`src/rtl/timebase_start_sequencer.sv`:
```
// Timebase start sequencer.
// Turns one global start/stop command into per-chain timebase enables.
// Each chain is released after its own captured phase-shift delay, so every
// chain starts phase-aligned to a single start event. One global FSM drives
// a shadow register and a down-counter per chain.
module timebase_start_sequencer #(
    parameter int COUNTER_WIDTH = 16,
    parameter int N_CHAINS      = 2
) (
    input  logic                              clockIn,
    input  logic                              reset,
    input  logic                              start,
    input  logic                              stop,
    input  logic [N_CHAINS*COUNTER_WIDTH-1:0] shift,
    output logic [N_CHAINS-1:0]               timebase_enable,
    output logic                              busy,
    output logic                              aligned
);

    typedef enum logic [1:0] {
        IDLE  = 2'd0,
        ARM   = 2'd1,
        DELAY = 2'd2,
        RUN   = 2'd3
    } state_t;

    localparam logic [COUNTER_WIDTH-1:0] CNT_ONE = COUNTER_WIDTH'(1);

    state_t              state_reg;
    logic                start_d_reg;
    logic                aligned_reg;
    logic                start_rise;
    logic                all_enabled;
    logic [N_CHAINS-1:0] chain_enable;

    // A rise is seen whenever start is high and was low at the previous edge;
    // start_d resets to 0, so a start held through reset release counts.
    assign start_rise  = start & ~start_d_reg;
    // Uses the registered enables, so RUN follows one edge after the last release.
    assign all_enabled = &chain_enable;

    // Previous-start register for rising-edge detection, sampled every cycle.
    always_ff @(posedge clockIn or negedge reset) begin
        if (!reset) begin
            start_d_reg <= 1'b0;
        end else begin
            start_d_reg <= start;
        end
    end

    // Global sequencing FSM; aligned is a registered single-cycle pulse.
    always_ff @(posedge clockIn or negedge reset) begin
        if (!reset) begin
            state_reg   <= IDLE;
            aligned_reg <= 1'b0;
        end else begin
            aligned_reg <= 1'b0;
            case (state_reg)
                IDLE: begin
                    // Stop wins over a simultaneous start rise.
                    if (start_rise && !stop) begin
                        state_reg <= ARM;
                    end
                end
                ARM: begin
                    state_reg <= stop ? IDLE : DELAY;
                end
                DELAY: begin
                    if (stop) begin
                        state_reg <= IDLE;
                    end else if (all_enabled) begin
                        state_reg   <= RUN;
                        aligned_reg <= 1'b1;
                    end
                end
                RUN: begin
                    if (stop) begin
                        state_reg <= IDLE;
                    end
                end
                default: begin
                    state_reg <= IDLE;
                end
            endcase
        end
    end

    generate
        for (genvar gi = 0; gi < N_CHAINS; gi++) begin : g_chain
            logic [COUNTER_WIDTH-1:0] shadow_reg;
            logic [COUNTER_WIDTH-1:0] cnt_reg;
            logic                     enable_reg;

            // Per-chain capture, countdown and sticky release of the timebase enable.
            always_ff @(posedge clockIn or negedge reset) begin
                if (!reset) begin
                    shadow_reg <= '0;
                    cnt_reg    <= '0;
                    enable_reg <= 1'b0;
                end else begin
                    case (state_reg)
                        IDLE: begin
                            // Shift is captured only on an accepted start, so later
                            // changes cannot disturb a sequence in flight.
                            if (start_rise && !stop) begin
                                shadow_reg <= shift[gi*COUNTER_WIDTH +: COUNTER_WIDTH];
                            end
                        end
                        ARM: begin
                            if (stop) begin
                                cnt_reg    <= '0;
                                enable_reg <= 1'b0;
                            end else begin
                                cnt_reg <= shadow_reg;
                            end
                        end
                        DELAY: begin
                            if (stop) begin
                                cnt_reg    <= '0;
                                enable_reg <= 1'b0;
                            end else if (cnt_reg == '0) begin
                                // Counter parks at zero once released; no wrap.
                                enable_reg <= 1'b1;
                            end else begin
                                cnt_reg <= cnt_reg - CNT_ONE;
                            end
                        end
                        RUN: begin
                            if (stop) begin
                                cnt_reg    <= '0;
                                enable_reg <= 1'b0;
                            end
                        end
                        default: begin
                            cnt_reg    <= '0;
                            enable_reg <= 1'b0;
                        end
                    endcase
                end
            end

            assign chain_enable[gi] = enable_reg;
        end
    endgenerate

    assign timebase_enable = chain_enable;
    assign busy            = (state_reg != IDLE);
    assign aligned         = aligned_reg;

endmodule
```
`config.mk`:
```
export PLATFORM = sky130hd
export DESIGN_NAME = timebase_start_sequencer
export DESIGN_NICKNAME = d
export VERILOG_FILES = /design/src/rtl/timebase_start_sequencer.sv
export SDC_FILE = /design/constraint.sdc
export NUM_CORES = 1
export LEC_CHECK = 0
export ABC_AREA = 1
export BUFFER_PORTS_ARGS = -buffer_cell sky130_fd_sc_hd__buf_2
export CAP_MARGIN = 10
export CORE_ASPECT_RATIO = 0.8
export CORE_MARGIN = 3
export CORE_UTILIZATION = 40
export DETAILED_ROUTE_END_ITERATION = 12
export PLACE_DENSITY = 0.66
export SLEW_MARGIN = 0
export SYNTH_ARGS = -nofsm -noshare
export SYNTH_HDL_FRONTEND = slang
export SYNTH_SLANG_ARGS = --single-unit
```
`constraint.sdc`:
```
create_clock -name clockIn -period 1.9 [get_ports clockIn]
set_input_delay 0.38 -clock clockIn [delete_from_list [all_inputs] [get_ports clockIn]]
set_output_delay 0.38 -clock clockIn [all_outputs]
set_load 0.03 [all_outputs]
```
==> reports/qor.yml, run 1 <==
run_status:
  status: "completed"
critical_path:
  required_ns: 2.13
  r2r_end: "g_chain[0].cnt_reg[14]$_DFFE_PN0P_"
  cpPeakStageDelay_ns: 0.38
  cp_max_fo: 13
  cpMostUsedCell: "nand2_1"
  r2r-start: "g_chain[0].cnt_reg[0]$_DFFE_PN0P_"
  crit_type: "reg2reg"
  reg2reg_slack_ns: 0.12
  crit_family: "simple AND/OR/NAND/NOR gates"
  ff2ff_path_depth: 9
  cp-start-kind: "flip-flop"
  cp_slowest_cell: "dfrtp_1"
  cp_cell_sequence: "inv_1, ha_1, nand3_2, nor2_2, nand4_1, nand2_4, inv_2, nand2_1, nand2_1"
  endpoint_kind: "flip-flop"
  critPathBufInv: 2
  critPathArrivalTime_ns: 2.01
synth:
  ys_seq_elements: 70
  ys_seq_area_share_pct: 45.1
  syn_avg_cell_area_um2: 7.78
  synth_most_common_cell: "nand2_1"
  yosys.area.top_type: "dfrtp_1"
  yosys-top-cells-count: "164 x nand2_1, 70 x dfrtp_1, 65 x nor2_1"
  synth_edf_count: 0
  yosysWarnings: 0
  synth_cell_types: 32
  synth_cells: 499
  async_reset_ff_share_pct: 100
  syn_nets: 537
  ys.flop_type: "dfrtp_1"
  synth_area_um2: 3880
  synth_top_area_share_pct: 45.1
  synthTopCellsByArea: "dfrtp_1 45%, nand2_1 16%, nor2_1 6.3%"
timing:
  max_clock_freq_mhz: 561
  tns_ns: 0
  fin_crit_sh_pct: 93.8
  skew_ns: 0.00799
  tightest_slew_ns: 0.373
  hold_violations: 0
  grt_setup_unrepaired: "no"
  slew_violations: 0
  setup_viol: 0
  min_period_ns: 1.78
  slew_headroom_pct: 75.1
route:
  drt-wirelength-per-cell_um: 14.0
  postRouteAntennaNets: 0
  dr.first_iter.drc_count: 176
  drc: 0
  viasPerCell: 5.05
  routed_wl_mm: 9.31
  via_count: 3356
  first_pass_iters: 5
layout:
  finish.utilization_pct: 49.4
  fill_cells: 927
  drive_gt1_share_pct: 22.0
  synthToLayoutAreaGrowth_pct: 17.6
  insertedDiodeCount: 0
  nNetsFinal: 584
floorplanning:
  die_height_um: 94.1
  die_w_um: 116
  ios: 40
  core_area_um2: 9230
  dieArea_um2: 10900
  initial_core_util_pct: 42.0
  rows: 31
flow_run:
  max_cap_violations: 0
placed_design:
  place_hpwl_mm: 6.59
  io_buffers: 39
  gp_congestion: 0.887
clock_tree:
  cts_buffer_depth: 2
  cts_max_level: 3
  cts.sinks: 70
  clk_latency_ns: 0.35
  cts-root-buf: "clkbuf_16"
  holdBufCountCts: 0
  path_clk_slew_ns: 0.06
  tritoncts: "done"
  cts_buffers: 9
global_route:
  grt_pass1_wl_mm: 15.6
  grt_max_degree: 71
  gr-total-overflow: 0
  antenna_found_initial: 0
  grt.total_usage_pct: 18.4
  grt_pass1_vias: 3250
hold_path:
  hp-class: "in2async"
power_and_ir_drop:
  ir_drop_uv: 571
  leakagePower_nw: 2.39
  p_per_area_nw_per_um2: 1720
## worst max-delay path by stage
stage / depth (start not counted) / end / from
detailed placement: 9 / g_chain[0].cnt_reg[14]$_DFFE_PN0P_ / g_chain[0].cnt_reg[0]$_DFFE_PN0P_
floorplan: 10 / g_chain[1].cnt_reg[6]$_DFFE_PN0P_ / g_chain[1].cnt_reg[0]$_DFFE_PN0P_
CTS: 9 / g_chain[0].cnt_reg[15]$_DFFE_PN0P_ / g_chain[0].cnt_reg[0]$_DFFE_PN0P_
finish: 9 / g_chain[0].cnt_reg[14]$_DFFE_PN0P_ / g_chain[0].cnt_reg[0]$_DFFE_PN0P_
global placement: 9 / g_chain[1].cnt_reg[6]$_DFFE_PN0P_ / g_chain[1].cnt_reg[0]$_DFFE_PN0P_
global route: 9 / g_chain[0].cnt_reg[5]$_DFFE_PN0P_ / g_chain[0].cnt_reg[0]$_DFFE_PN0P_
## power breakdown
part	total, W	switching, W	internal, W
logic	0.00337	0.00213	0.00124
clock network	0.00180	0.000661	0.00114
registers	0.00268	0.000546	0.00214
## cell usage in the layout (no fill, tap or decap), types with 3 or more instances in the layout
cell,instances
nand4_1,3
inv_1,43
dfrtp_1,70
buf_2,39
o22ai_1,3
inv_2,4
mux2_1,8
nand3_1,34
nand3_2,5
nor2_1,63
mux2_2,18
nand2_2,11
a21oi_1,12
nor2_2,4
xor2_1,3
clkbuf_16,9
buf_4,10
o21ai_0,17
nand2_1,164
buf_12,3
o21ai_2,6
## area by class of cell
class	count	area (um^2)	share of cell area [%]
inverter	48	183	4.00
clock buffer	9	225	4.93
sequential	70	1750	38.4
timing repair buffer	52	330	7.24
tap	115	144	3.15
multi-input combinational	365	1840	40.4
clock inverter	6	87.6	1.92
## metal layers
layer	up-vias	track usage (%)	wire, um
met1	1577	26.8	4640
met2	95	25.7	4030
li1	1672	-	-
met4	0	6.76	116
met3	12	5.47	525
met5	-	0	0
## kinds of logic after synthesis
| group | after synthesis | synth area share, % |
|---|---|---|
| simple gates | 290 | 31.3 |
| compound gates | 43 | 6.58 |
| xor+xnor | 4 | 0.903 |
| mux | 26 | 7.55 |
| flops | 70 | 45.1 |
| buf+inv | 64 | 7.87 |
| fa+ha+maj | 2 | 0.645 |
## metrics by stage
step	hold slack [ns]	std cells	instance area, um^2	total power, W	worst slack, ns
floorplan	0.0844	499	3880	0.00514	0.305
global placement	0.438	650	4230	0.00582	0.143
detailed placement	0.431	650	4230	0.00598	0.0829
CTS	0.0694	665	4550	0.00783	0.0699
global route	0.0876	665	4560	0.00850	0.0191
finish	0.0560	665	4560	0.00785	0.117
## what timing repair did
action / in CTS / in global routing
resized for setup: 0 / 6
setup buffers: 0 / 0
setup endpoints to repair: 0 / 29
Power figures use the tool's default switching activity.
==> run 2: changes to the inputs <==
Settings changed: CELL_PAD_IN_SITES_DETAIL_PLACEMENT from default to 0, CELL_PAD_IN_SITES_GLOBAL_PLACEMENT from default to 1, CORE_UTILIZATION 40 to 35, PLACE_DENSITY 0.66 to 0.74.
==> run 2 against run 1 <==
Net effect:
- count of clock-buffer cells in the layout rose by 4
- register-to-register slack improved by 0.05 ns
- worst hold slack improved by 0.020 ns
- critical endpoint is now g_chain[1].cnt_reg[0]$_DFFE_PN0P_
==> reports/qor.yml, run 2 (synthesis gave the netlist of run 1 again) <==
layout:
  drive_gt1_share_pct: 21.7  # -0.30 points
  nNetsFinal: 586  # +0.34%
  final_cell_mix: "164 x nand2_1, 70 x dfrtp_1, 64 x nor2_1"
  insertedDiodeCount: 0  # unchanged
  layout_commonest_cell: "nand2_1"
  synthToLayoutAreaGrowth_pct: 17.9
  finish.utilization_pct: 43.5  # -6.0 points
clock_tree:
  tritoncts: "done"
  cts_buffer_depth: 2  # unchanged
  cts.sinks: 70  # unchanged
  cts_setup_buffers: 0  # unchanged
  cts_buffers: 9  # unchanged
  cts_max_level: 3  # unchanged
  path_clk_slew_ns: 0.06  # about the same
  clk_latency_ns: 0.33  # -0.02 ns
  cts-root-buf: "clkbuf_16"
route:
  viasPerCell: 4.71  # -6.8%
  routed_wl_mm: 9.13  # -2.0%
  drc: 0  # unchanged
  postRouteAntennaNets: 0  # unchanged
  first_pass_iters: 4  # -1
  drt-wirelength-per-cell_um: 13.2  # -6.0%
  dr.first_iter.drc_count: 264  # +50%
  via_count: 3261  # -2.8%
critical_path:
  cp_cell_sequence: "inv_1, ha_1, nand3_1, nor2_4, nand3_2, nand2_4, inv_4, nand2_1, o21ai_2"
  critPathArrivalTime_ns: 1.94  # -0.07 ns
  critPathBufInv: 2  # unchanged
  cpPeakStageDelay_ns: 0.39  # about the same
  crit_family: "simple AND/OR/NAND/NOR gates"
  endpoint_kind: "flip-flop"
  ff2ff_path_depth: 9  # unchanged
  cp_max_fo: 23  # +10
  cp-start-kind: "flip-flop"
  crit_type: "reg2reg"
  reg2reg_slack_ns: 0.17  # +0.05 ns
  required_ns: 2.11  # -0.02 ns
  r2r_end: "g_chain[1].cnt_reg[0]$_DFFE_PN0P_"
  r2r-start: "g_chain[1].cnt_reg[0]$_DFFE_PN0P_"
  cp_slowest_cell: "dfrtp_1"
timing:
  slew_headroom_pct: 74.4  # -0.74 points
  max_clock_freq_mhz: 577  # +2.8%
  setup_viol: 0  # unchanged
  grt_setup_unrepaired: "no"
  holdWs_ns: 0.0764  # +0.0204 ns
  fin_crit_sh_pct: 91.3  # -2.6 points
  hold_violations: 0  # unchanged
  slew_violations: 0  # unchanged
  tns_ns: 0  # unchanged
  tightest_slew_ns: 0.383  # +0.00963 ns
  min_period_ns: 1.73  # -0.0491 ns
  skew_ns: 0.00769  # -0.000301 ns
hold_path:
  hp-class: "in2async"
placed_design:
  io_buffers: 39  # unchanged
  place_hpwl_mm: 6.58  # -0.14%
  gp_congestion: 0.852  # -3.8%
run_status:
  status: "completed"
power_and_ir_drop:
  leakagePower_nw: 2.38  # about the same
  p_per_area_nw_per_um2: 1680  # -2.2%
  ir_drop_uv: 653  # +14%
  finalPower_w: 0.00770  # -2.0%
global_route:
  grt_max_degree: 71  # unchanged
  antenna_found_initial: 0  # unchanged
  grt_pass1_wl_mm: 15.9  # +2.3%
  grt_pass1_vias: 3192  # -1.8%
  grt.total_usage_pct: 16.3  # -2.1 points
  gr-total-overflow: 0  # unchanged
floorplanning:
  initial_core_util_pct: 36.9  # -5.2 points
  dieArea_um2: 12400  # +13%
  die_w_um: 124  # +6.5%
  die_height_um: 100  # +6.5%
  ios: 40  # unchanged
  core_area_um2: 10500  # +14%
  rows: 33  # +6.5%
flow_run:
  max_cap_violations: 0  # unchanged
## run 2: cell types whose count changed in the layout (fill, tap and decap cells not counted), sizes merged
| cell | before | now |
|---|---|---|
| buf | 52 | 54 |
| bufinv | 2 | 1 |
| clkbuf | 9 | 13 |
| clkinv | 4 | 1 |
| clkinvlp | 0 | 1 |
## run 2: where the power goes
group | total [W] | switching (W) | internal [W]
Sequential | 0.00268 | 0.000544 | 0.00214
Clock | 0.00169 | 0.000608 | 0.00109
Combinational | 0.00332 | 0.00206 | 0.00126
## run 2: stage by stage
| step | instance area [um^2] | worst slack (ns) | instances |
|---|---|---|---|
| 4_1_cts | 4570 | 0.0773 | 693 |
| 3_3_place_gp | 4270 | 0.168 | 677 |
| 2_1_floorplan | 3880 | 0.305 | 499 |
| 5_1_grt | 4580 | 0.0125 | 693 |
| 3_5_place_dp | 4270 | 0.0942 | 677 |
| 6_report | 4580 | 0.166 | 693 |
## run 2: timing repair
item | CTS | global route
resized for setup | 0 | 2
hold buffers | 0 | 0
setup endpoints to repair | 0 | 16
endpoints found under the hold margin | 0 | 0
## run 2: how the worst max path moves through the flow
| stage | cells past startpoint | slack, ns | start | end |
|---|---|---|---|---|
| final | 9 | 0.17 | g_chain[1].cnt_reg[0]$_DFFE_PN0P_ | g_chain[1].cnt_reg[0]$_DFFE_PN0P_ |
| after global routing | 9 | 0.01 | g_chain[0].cnt_reg[0]$_DFFE_PN0P_ | g_chain[0].cnt_reg[1]$_DFFE_PN0P_ |
| after CTS | 9 | 0.08 | g_chain[1].cnt_reg[0]$_DFFE_PN0P_ | g_chain[1].cnt_reg[0]$_DFFE_PN0P_ |
| after global placement | 10 | 0.17 | g_chain[1].cnt_reg[0]$_DFFE_PN0P_ | g_chain[1].cnt_reg[12]$_DFFE_PN0P_ |
| after detailed placement | 9 | 0.09 | g_chain[1].cnt_reg[0]$_DFFE_PN0P_ | g_chain[1].cnt_reg[0]$_DFFE_PN0P_ |
| after floorplan | 10 | 0.30 | g_chain[1].cnt_reg[0]$_DFFE_PN0P_ | g_chain[1].cnt_reg[6]$_DFFE_PN0P_ |
## run 2: per-layer routing
layer  up-vias  share of wire [%]  global-route usage, %
li1       1678                  -                      -
met3         9                4.6                   4.17
met1      1513                 53                   24.5
met4         0                1.1                   4.77
met5         -                  0                      0
met2        61                 41                   23.0
## run 2: cell type report
cell class	count	area, um^2
inverters	48	183
clock inverters	3	42.5
clock buffers	13	260
repair buffers	54	333
flip-flops and latches	70	1750
well taps	140	175
fillers	1067	5950
multi-input cells	365	1830
